[src/rtl/down_count_ctrl_pkg.sv]
// Shared types for the down-count controller: state encodings and next-count select.
// Optional feature macro: AUTO_RELOAD_EN (restart directly from DONE).
package down_count_ctrl_pkg;

    localparam int DCC_STATE_W = 2;

    typedef enum logic [DCC_STATE_W-1:0] {
        DCC_IDLE  = 2'b00,
        DCC_LOAD  = 2'b01,
        DCC_COUNT = 2'b10,
        DCC_DONE  = 2'b11
    } state_t;

    typedef enum logic [1:0] {
        SEL_HOLD = 2'b00,
        SEL_LOAD = 2'b01,
        SEL_DEC  = 2'b10
    } sel_t;

    function automatic logic is_busy(input state_t s);
        return (s == DCC_LOAD) || (s == DCC_COUNT);
    endfunction

endpackage

[src/rtl/down_count_ctrl_cell.sv]
// Per-bit next-count mux: hold, load, or decrement using the incoming borrow.
// Instantiated once per counter bit by down_count_ctrl.
module count_next_cell
    import down_count_ctrl_pkg::*;
(
    input  sel_t sel,
    input  logic cur,
    input  logic ld,
    input  logic bin,
    output logic nxt
);

    always_comb begin
        nxt = cur;
        unique case (sel)
            SEL_LOAD: nxt = ld;
            SEL_DEC:  nxt = cur ^ bin;
            default:  nxt = cur;
        endcase
    end

endmodule

[src/rtl/down_count_ctrl.sv]
// Loadable down-counter controller: latch on start, count down on enable, pulse done.
// Define AUTO_RELOAD_EN to allow start in DONE to begin the next run immediately.
module down_count_ctrl
    import down_count_ctrl_pkg::*;
#(
    parameter int bits = 3
) (
    input  logic            clock,
    input  logic            reset,
    input  logic            start,
    input  logic            enable,
    input  logic [bits-1:0] load_value,
    output logic [bits-1:0] count,
    output logic            busy,
    output logic            done
);

    state_t            state;
    sel_t              sel;
    logic [bits-1:0]   borrow;
    logic [bits-1:0]   count_nxt;

    always_comb begin
        sel = SEL_HOLD;
        unique case (1'b1)
            state == DCC_LOAD:              sel = SEL_LOAD;
            state == DCC_COUNT && enable:   sel = SEL_DEC;
            default:                        sel = SEL_HOLD;
        endcase
    end

    // Ripple borrow for count-1; bit 0 always subtracts.
    always_comb begin
        borrow[0] = 1'b1;
        for (int i = 1; i < bits; i++)
            borrow[i] = borrow[i-1] & ~count[i-1];
    end

    for (genvar g = 0; g < bits; g++) begin : g_cell
        count_next_cell u_cell (
            .sel (sel),
            .cur (count[g]),
            .ld  (load_value[g]),
            .bin (borrow[g]),
            .nxt (count_nxt[g])
        );
    end

    always_ff @(posedge clock) begin
        if (reset) begin
            state <= DCC_IDLE;
            count <= '0;
        end else begin
            count <= count_nxt;
            unique case (state)
                DCC_IDLE: begin
                    if (start)
                        state <= DCC_LOAD;
                end
                DCC_LOAD: begin
                    if (load_value == '0)
                        state <= DCC_DONE;
                    else
                        state <= DCC_COUNT;
                end
                DCC_COUNT: begin
                    if (enable && count == bits'(1))
                        state <= DCC_DONE;
                end
                DCC_DONE: begin
`ifdef AUTO_RELOAD_EN
                    state <= start ? DCC_LOAD : DCC_IDLE;
`else
                    state <= DCC_IDLE;
`endif
                end
                default: state <= DCC_IDLE;
            endcase
        end
    end

    assign busy = is_busy(state);
    assign done = (state == DCC_DONE);

endmodule

[config.mk]
export PLATFORM = sky130hd
export DESIGN_NAME = down_count_ctrl
export DESIGN_NICKNAME = d
export VERILOG_FILES = /design/src/rtl/down_count_ctrl_pkg.sv /design/src/rtl/down_count_ctrl_cell.sv /design/src/rtl/down_count_ctrl.sv
export SDC_FILE = /design/constraint.sdc
export NUM_CORES = 1
export LEC_CHECK = 0
export ABC_CLOCK_PERIOD_IN_PS = 2130
export BUFFER_PORTS_ARGS = -buffer_cell sky130_fd_sc_hd__buf_2
export CAP_MARGIN = 30
export CORE_AREA = 2 2 39 41
export DETAILED_ROUTE_END_ITERATION = 10
export DIE_AREA = 0 0 41 43
export HOLD_SLACK_MARGIN = 0.12
export PLACE_DENSITY = 0.56
export REMOVE_ABC_BUFFERS = 1
export SLEW_MARGIN = 10
export SYNTH_ARGS = -nofsm -noshare
export SYNTH_HDL_FRONTEND = slang
export SYNTH_SLANG_ARGS = --single-unit
[constraint.sdc]
create_clock -name clock -period 2.13 [get_ports clock]
set_input_delay 0.213 -clock clock [delete_from_list [all_inputs] [get_ports clock]]
set_output_delay 0.213 -clock clock [all_outputs]
set_load 0.01 [all_outputs]
==> flow_summary.yaml <==
global_routing:
  met3_usage_pct: 1.57
  grt_pass1_vias: 348
  grt_util_met2_pct: 15.3
  overflow: 0
  grt_util_all_layers_pct: 11.3
  antenna_found_initial: 0
  grt_pass1_wl_mm: 1.30
  grt-busiest-layer: "met2"
  grtUsageMet1_pct: 14.5
  grt_max_degree: 8
cts:
  cts_setup_buffers: 0
  cts_buffers: 3
  cts_max_path_buffers: 2
  hold_buffers: 0
  cts.repair.resized: 0
  clkTransAtPathRegs_ns: 0.04
  worstSkewPairLatency_ns: 0.24
  cts.sinks: 5
  tritoncts: "built"
  htree_levels: 1
  root_buffer: "clkbuf_4"
placed_design:
  gp_congestion: 0.697
  port_buffers: 11
  preCtsSetupSlack_ns: 0.438
  dp_hpwl_um: 690
floorplan:
  ios: 12
  start_util_pct: 31.5
  fp.dieW_um: 41
  fp-row-count: 14
  core_area_mm2: 0.00138
  die_y_um: 43
  die_area_mm2: 0.00176
finish:
  drive_gt1_share_pct: 27.4
  area_growth_pct: 18.1
  fin_nets: 77
  n_antenna_cell: 0
  fill_cells: 157
route:
  drt-total-wl_um: 810
  ant_nets: 0
  drt-initial-drc-count: 3
  vias_per_cell: 4.67
  drc: 0
  firstDrtPassIters: 2
  vias: 364
  wl_per_cell_um: 10.4
yosys:
  synth_top_area_share_pct: 23.0
  seq_area_frac_synth_pct: 23.0
  syn-cell-area_um2: 435
  ys_ff_latch: 5
  ys_warn_count: 0
  synth-main-ff-cell: "dfxtp_1"
  synth_cells: 50
  synth.distinct_cells: 26
  synth_edf_count: 0
  yosys.area.top_type: "dfxtp_1"
  syn_area_per_cell_um2: 8.71
  synth.area.top_cells: "dfxtp_1 (23%), ha_1 (20%), inv_1 (6.0%)"
  async_flop_share_pct: 0
critical_path:
  required_ns: 2.29
  crit_chain: "inv_1 -> ha_1 -> and2_2 -> ha_1 -> nand2b_1 -> a21o_1 -> a21oi_1"
  critPathArrivalTime_ns: 1.86
  crit_path_max_fanout: 7
  slowest_delay_ns: 0.37
  slowest_stage: "dfxtp_1"
  path_class: "flop to flop"
  worstSetupEndpointType: "flop"
  start_kind: "flop"
  crit_path_frequent_cell: "ha_1"
outcome:
  outcome: "completed"
timing:
  timing.fmax_mhz: 588
  setup_slack_ns: 0.430
  period_share_pct: 79.8
  worst_pin_slew_ns: 0.295
  slew_headroom_pct: 80.2
  fin_skew_ns: 0.00112
  setup_tns_ns: 0
  drv_slew: 0
  finalHoldViolCount: 0
  rsz0062_at_grt: "false"
  setup_viol: 0
  finalCriticalPeriod_ns: 1.70
power:
  power_density_mw_per_mm2: 1310
  p_leak_uw: 0.000249
  peakVddDrop_mv: 0.437
worst_hold_path:
  min_path_type: "primary input to flop"
flow_run:
  max-cap-violations: 0
final timing paths:
check | from | endpoint | slack [ns] | depth (start not counted)
worst min register to register | count[1] | count[1] | 0.48 | 2
worst min-delay path | reset | count[1] | 0.21 | 2
worst max register to register | state[0] | count[2] | 0.43 | 7
worst max-delay path | state[0] | count[2] | 0.43 | 7
layer usage:
| metal | routed length [um] | up-vias |
|---|---|---|
| met5 | 0 | - |
| met4 | 0 | 0 |
| met3 | 25 | 0 |
| met2 | 396 | 4 |
| met1 | 389 | 165 |
| li1 | - | 195 |
critical path, delay by kind of cell, from the launching register on:
kind                       cells  cell delay (ns)
AOI/OAI and AO/OA              2             0.30
adders and majority gates      2             0.48
buffers and inverters          1             0.10
DFF                            1             0.37
and+or+nand+nor                2             0.37
cell families after synthesis:
| group | share of synthesized area, % |
|---|---|
| simple gates | 21.6 |
| buf+inv | 11.2 |
| fa+ha+maj | 20.1 |
| compound gates | 24.1 |
| flops | 23.0 |
per-stage QoR:
stage	hold WS [ns]	instance area, um^2	utilization [%]	power, uW	std cells
global placement	0.454	488	35.3	572	74
floorplan	0.282	413	-	463	47
finish	0.210	514	37.2	673	78
detailed placement	0.455	488	35.3	570	74
CTS	0.200	514	37.2	682	78
global route	0.225	514	37.2	740	78
where the power goes:
group / total, uW / switching [uW] / internal [uW]
clock network: 105 / 34.8 / 70.6
registers: 174 / 39.8 / 135
logic: 393 / 204 / 189
total: 673 / 279 / 394
state kept, by name, indices dropped and copies added, names as in the netlist:
name and cells:
count 3, state 2
layout make-up:
type / instances / area [um^2] / area share, %
multi-input cells: 35 / 287 / 55.7
flip-flops and latches: 5 / 100 / 19.5
repair buffers: 11 / 55.1 / 10.7
clock buffers: 4 / 26.3 / 5.11
inverters: 7 / 26.3 / 5.11
well taps: 16 / 20.0 / 3.89
cell usage after synthesis (2+ instances only):
cell type and n:
ha_1 7, inv_1 7, dfxtp_1 5, a21oi_1 3
buf_4 3, a211oi_1 2, nand2b_1 2, nor2_1 2
nor2b_1 2
layout by cell type, fill, tap and decap left out, drive strengths merged, types with 2 or more instances in the layout:
master / Yosys / final
a211oi: 2 / 2
a21oi: 3 / 3
and2: 2 / 2
buf: 3 / 11
clkbuf: 0 / 4
dfxtp: 5 / 5
ha: 7 / 7
inv: 7 / 7
nand2b: 2 / 2
nor2: 2 / 2
nor2b: 3 / 3
o21ai: 2 / 2
Power figures use the tool's default switching activity.
